## config.mk

```make
export PLATFORM = sky130hd
export DESIGN_NAME = pc_sequencer
export DESIGN_NICKNAME = d
export VERILOG_FILES = /design/src/rtl/pc_sequencer.sv
export SDC_FILE = /design/constraint.sdc
export NUM_CORES = 1
export LEC_CHECK = 0
export ABC_AREA = 1
export CAP_MARGIN = 40
export CORE_ASPECT_RATIO = 1.25
export CORE_UTILIZATION = 50
export CTS_BUF_LIST = sky130_fd_sc_hd__clkbuf_8 sky130_fd_sc_hd__clkbuf_16
export DETAILED_ROUTE_END_ITERATION = 16
export MAX_ROUTING_LAYER = met4
export PLACE_DENSITY_LB_ADDON = 0.2
export SLEW_MARGIN = 20
export SYNTH_ARGS = -nofsm -noshare
export SYNTH_HDL_FRONTEND = slang
export SYNTH_SLANG_ARGS = --single-unit
```

## constraint.sdc

```tcl
create_clock -name Clock -period 4.73 [get_ports Clock]
set_clock_uncertainty 0.1 [all_clocks]
set_input_delay 0.7095 -clock Clock [delete_from_list [all_inputs] [get_ports Clock]]
set_output_delay 0.7095 -clock Clock [all_outputs]
set_load 0.03 [all_outputs]
```

## src/rtl/pc_sequencer.sv

```systemverilog
// rtl/pc_sequencer.sv - PC sequencer with return-address stack; PC_SEQ_HALT_ON_ERROR_EN adds a HALT state on stack errors
module pc_sequencer #(
    parameter int ADDR_WIDTH  = 16,
    parameter int STACK_DEPTH = 8
) (
    input  logic                          Clock,
    input  logic                          Reset,
    input  logic                          iStall,
    input  logic                          iJump,
    input  logic                          iCall,
    input  logic                          iRet,
    input  logic [ADDR_WIDTH-1:0]         iTarget,
    output logic [ADDR_WIDTH-1:0]         oAddress,
    output logic [$clog2(STACK_DEPTH):0]  oStackDepth,
    output logic                          oOverflow,
    output logic                          oUnderflow,
    output logic                          oHalted
);

    localparam int PTR_W   = $clog2(STACK_DEPTH);
    localparam int DEPTH_W = PTR_W + 1;

    localparam logic [ADDR_WIDTH-1:0] PC_ONE     = ADDR_WIDTH'(1);
    localparam logic [DEPTH_W-1:0]    DEPTH_ONE  = DEPTH_W'(1);
    localparam logic [DEPTH_W-1:0]    DEPTH_FULL = DEPTH_W'(STACK_DEPTH);
    localparam logic [PTR_W-1:0]      PTR_ONE    = PTR_W'(1);

    logic [ADDR_WIDTH-1:0] pc;
    logic [ADDR_WIDTH-1:0] pc_inc;
    logic [ADDR_WIDTH-1:0] pc_next;
    logic [DEPTH_W-1:0]    depth;
    logic [DEPTH_W-1:0]    depth_next;
    logic                  overflow;
    logic                  underflow;
    logic                  overflow_set;
    logic                  underflow_set;
    logic                  push;
    logic                  frozen;
    logic                  stack_full;
    logic                  stack_empty;
    logic [PTR_W-1:0]      wr_ptr;
    logic [PTR_W-1:0]      rd_ptr;
    logic [ADDR_WIDTH-1:0] stack_mem [STACK_DEPTH];

    assign pc_inc      = pc + PC_ONE;
    assign stack_full  = (depth == DEPTH_FULL);
    assign stack_empty = (depth == '0);
    // A full stack wraps wr_ptr to 0, so rd_ptr still lands on the last entry.
    assign wr_ptr      = depth[PTR_W-1:0];
    assign rd_ptr      = wr_ptr - PTR_ONE;

`ifdef PC_SEQ_HALT_ON_ERROR_EN
    localparam logic [0:0] ST_RUN  = 1'b0;
    localparam logic [0:0] ST_HALT = 1'b1;

    logic [0:0] state;
    logic [0:0] state_next;
    logic       error;

    assign error  = overflow_set | underflow_set;
    assign frozen = (state == ST_HALT);

    always_comb begin
        state_next = state;
        if (error) begin
            state_next = ST_HALT;
        end
    end

    always_ff @(posedge Clock) begin
        if (Reset) begin
            state <= ST_RUN;
        end else begin
            state <= state_next;
        end
    end

    assign oHalted = (state == ST_HALT);
`else
    assign frozen  = 1'b0;
    assign oHalted = 1'b0;
`endif

    // Priority: halt, stall, ret, call, jump, increment. Errors fall back to PC+1.
    always_comb begin
        pc_next       = pc_inc;
        depth_next    = depth;
        push          = 1'b0;
        overflow_set  = 1'b0;
        underflow_set = 1'b0;
        if (frozen) begin
            pc_next = pc;
        end else if (iStall) begin
            pc_next = pc;
        end else if (iRet) begin
            if (stack_empty) begin
                underflow_set = 1'b1;
            end else begin
                pc_next    = stack_mem[rd_ptr];
                depth_next = depth - DEPTH_ONE;
            end
        end else if (iCall) begin
            if (stack_full) begin
                overflow_set = 1'b1;
            end else begin
                push       = 1'b1;
                depth_next = depth + DEPTH_ONE;
                pc_next    = iTarget;
            end
        end else if (iJump) begin
            pc_next = iTarget;
        end
    end

    always_ff @(posedge Clock) begin
        if (Reset) begin
            pc        <= '0;
            depth     <= '0;
            overflow  <= 1'b0;
            underflow <= 1'b0;
        end else begin
            pc        <= pc_next;
            depth     <= depth_next;
            overflow  <= overflow | overflow_set;
            underflow <= underflow | underflow_set;
        end
    end

    // Stack storage is deliberately left uninitialised; only depth is reset.
    always_ff @(posedge Clock) begin
        if (push && !Reset) begin
            stack_mem[wr_ptr] <= pc_inc;
        end
    end

    assign oAddress    = pc;
    assign oStackDepth = depth;
    assign oOverflow   = overflow;
    assign oUnderflow  = underflow;

endmodule

```

==> flow_metrics.env <==
export IMPL_power_mw=3.479
export IMPL_synth_xor_xnor_area_share_pct=1.775
export IMPL_fin_setup_tns_ns=0
export IMPL_leakagePower_nw=3.105
export IMPL_synth_top_family_by_area="simple AND/OR/NAND/NOR gates"
export IMPL_drtIter0Drc=406
export IMPL_reg2reg_from="oStackDepth[1]"
export IMPL_ctsHtreeMaxLevel=4
export IMPL_gp_congestion=0.8971
export IMPL_cts_sinks=150
export IMPL_insertion_delay_ns=0.43
export IMPL_status="complete, no violations"
export IMPL_synth_compound_area_share_pct=6.612
export IMPL_fmax_ghz=0.3261
export IMPL_peakVddDrop_uv=301.4
export IMPL_clkTransAtPathRegs_ns=0.07
export IMPL_max_stage_delay_ns=0.70
export IMPL_cts_hold_buf=0
export IMPL_r2r_end="stack_mem[6][11]"
export IMPL_post_cts_setup_buffers=0
export IMPL_die_h_um=133.4
export IMPL_combPwrFrac_pct=19.5
export IMPL_finalSetupViolCount=0
export IMPL_syn_area_mm2=0.006907
export IMPL_synth_simple_area_share_pct=21.97
export IMPL_synth_seq_cells=150
export IMPL_grt_pass1_wl_um=27920
export IMPL_ios=45
export IMPL_pwr_share_seq_pct=43.8
export IMPL_area_growth_pct=16.68
export IMPL_syn_area_per_cell_um2=9.741
export IMPL_cts_tree="built"
export IMPL_cts_root_buf="clkbuf_16"
export IMPL_swShare_pct=31.47
export IMPL_wire_per_inst_um=19.52
export IMPL_place_area_mm2=0.007478
export IMPL_grt_pass1_vias=4928
export IMPL_tightest_slew_ns=0.8331
export IMPL_min_to="oUnderflow"
export IMPL_fin_cells=936
export IMPL_grt_max_degree=68
export IMPL_die_width_um=107.1
export IMPL_drv_slew=0
export IMPL_yosys_top_cells_area="edfxtp_1 (56%), nand2_1 (9.3%), dfxtp_1 (6.4%)"
export IMPL_postCtsResizedCells=0
export IMPL_crit_path_cell_trace="clkdlybuf4s50_1, inv_1, nand3_1, nor2_1, nand2_1, nor2_2"
export IMPL_wirelength_um=18270
export IMPL_num_vias=5182
export IMPL_crit_arrival_ns=3.02
export IMPL_crit_slowest_cell="nor2_2"
export IMPL_core_area_mm2=0.01335
export IMPL_min_delay_start="oUnderflow"
export IMPL_grt_setup_unrepaired="false"
export IMPL_via_per_inst=5.536
export IMPL_cts_max_path_buffers=2
export IMPL_syn_num_nets=737
export IMPL_timing_slew_headroom_pct=44.40
export IMPL_worstHoldPathType="flip-flop to flip-flop"
export IMPL_die_area_mm2=0.01429
export IMPL_design_area_mm2=0.008059
export IMPL_grt_overflow_total=0
export IMPL_yosys_area_top_type="edfxtp_1"
export IMPL_max_cap_violations=0
export IMPL_drtAntennaViolNets=0
export IMPL_min_path_cells=1
export IMPL_firstDrtPassIters=7
export IMPL_power_clock_fraction_pct=36.7
export IMPL_intPower_mw=2.384
export IMPL_period_share_pct=64.82
export IMPL_io_buffers=43
export IMPL_dp_cells=902
export IMPL_drive_gt1_share_pct=9.150
export IMPL_worstRegToRegCells=7
export IMPL_dp_hpwl_um=12280
export IMPL_antenna_found_initial=0
export IMPL_crit_path_start_kind="primary input"
export IMPL_synth_adder_area_share_pct=1.196
export IMPL_cp_end_kind="flip-flop"
export IMPL_required_ns=4.68
export IMPL_fin_nets=780
export IMPL_post_route_drc_count=0
export IMPL_initial_core_util_pct=51.74
export IMPL_powerDensity_mw_per_mm2=431.7
export IMPL_fin_crit_ns=3.066
export IMPL_n_antenna_cell=0
export IMPL_hold_viol_final=0
export IMPL_crit_type="primary input to flip-flop"
export IMPL_r2r_slack_ns=1.80
export IMPL_num_rows=47
export IMPL_syn_inst=709
export IMPL_synth_mux_area_share_pct=0
export IMPL_ys_warn_count=0
export IMPL_p_sw_mw=1.095
export IMPL_seq_area_frac_synth_pct=62.03
export IMPL_track_usage_pct=27.97
export IMPL_numCtsBuffers=17
export IMPL_synth_top_area_share_pct=55.65
export IMPL_ys_types=35
export IMPL_crit_path_max_fanout=17
routing by layer:
metal,global-route usage [%],wire [um],vias to the layer above
met5,-,0,-
met4,14.00,787,0
met3,4.843,1221,37
met2,41.04,8377,221
met1,37.61,7885,2467
li1,-,-,2457
stage by stage:
| step | worst slack [ns] | hold slack [ns] | util [%] |
|---|---|---|---|
| global route | 1.463 | 0.4081 | 60.37 |
| global placement | 0.9653 | 0.3702 | 55.59 |
| finish | 1.664 | 0.3859 | 60.37 |
| floorplan | 1.493 | 0.4946 | - |
| detailed placement | 1.261 | 0.3654 | 56.02 |
| CTS | 1.686 | 0.3895 | 60.23 |
cells in the final DEF (no fill, tap or decap), types with 2 or more instances in the layout:
master,count
and2_1,3
nand2_1,172
o21ai_0,36
buf_6,2
nand4_1,3
clkbuf_16,17
dfxtp_1,21
o211ai_1,6
nand2_2,2
ha_1,5
nor3_4,3
xnor2_1,7
nor2_1,97
edfxtp_1,128
inv_1,55
clkinv_4,4
o21ai_1,18
nand3b_1,2
inv_6,6
buf_4,9
clkinv_2,2
nor2_2,3
nand3_1,68
xor2_1,2
clkdlybuf4s50_1,43
nand3_2,5
inv_8,2
inv_2,5
a21oi_1,25
power groups by stage:
stage               Clock [mW]  Sequential [mW]  Combinational [mW]
floorplan                    0             1.57               0.403
global placement             0             1.55               0.648
detailed placement           0             1.55               0.669
CTS                       1.28             1.52               0.673
global route              1.33             1.53               0.730
finish                    1.28             1.52               0.680
worst max-delay path by stage:
stage                    from               end  slack (ns)  cells past startpoint
2_1_floorplan  oStackDepth[0]   stack_mem[0][0]        1.49                      9
3_5_place_dp            Reset  stack_mem[3][14]        1.26                      6
6_report                Reset  stack_mem[6][11]        1.66                      6
5_1_grt                 Reset  stack_mem[6][11]        1.46                      6
4_1_cts                 Reset   stack_mem[3][7]        1.69                      6
3_3_place_gp            Reset  stack_mem[3][13]        0.97                      6
logic make-up after synthesis:
group           Yosys count
simple gates            361
flops                   150
buf+inv                  93
compound gates           87
xor+xnor                 11
fa+ha+maj                 6
other cells               1
cell usage after synthesis:
library cell and n:
xor2_1 2, nand3_1 68, xnor2_2 1, nand3_2 5
buf_4 5, nand4_2 1, inv_2 5, a21oi_2 1
dfxtp_1 22, clkbuf_1 6, edfxtp_1 128, nand2_2 2
nor2_2 1, nor3_1 4, nand2_1 172, nand3b_1 2
clkinv_1 1, xor2_4 1, a21oi_1 25, o21ai_0 36
o211ai_1 6, buf_2 13, inv_4 1, and2_1 3
xnor2_1 7, o21ai_1 18, nor2_1 99, or2_2 1
conb_1 1, buf_6 7, fa_1 1, o21a_1 1
inv_1 55, ha_1 5, nand4_1 3
worst max-delay path, delay by kind of cell:
kind | cells | cell delay [ns]
AND/OR/NAND/NOR | 4 | 1.33
buffers and inverters | 2 | 0.96
final cells by class:
cell class / count / area, um^2
clock inverters: 15 / 136.4
flip-flops and latches: 150 / 4285
repair buffers: 55 / 535.5
inverters: 62 / 235.2
clock buffers: 17 / 425.4
well taps: 171 / 214.0
fillers: 1125 / 5290
multi-input cells: 466 / 2227
flip-flops by register name, indices dropped and copies added (netlist names):
register and flops:
oUnderflow 1, oAddress 16, oOverflow 1, stack_mem 128
oStackDepth 4
Note: power is estimated with default switching activity, not from simulation.
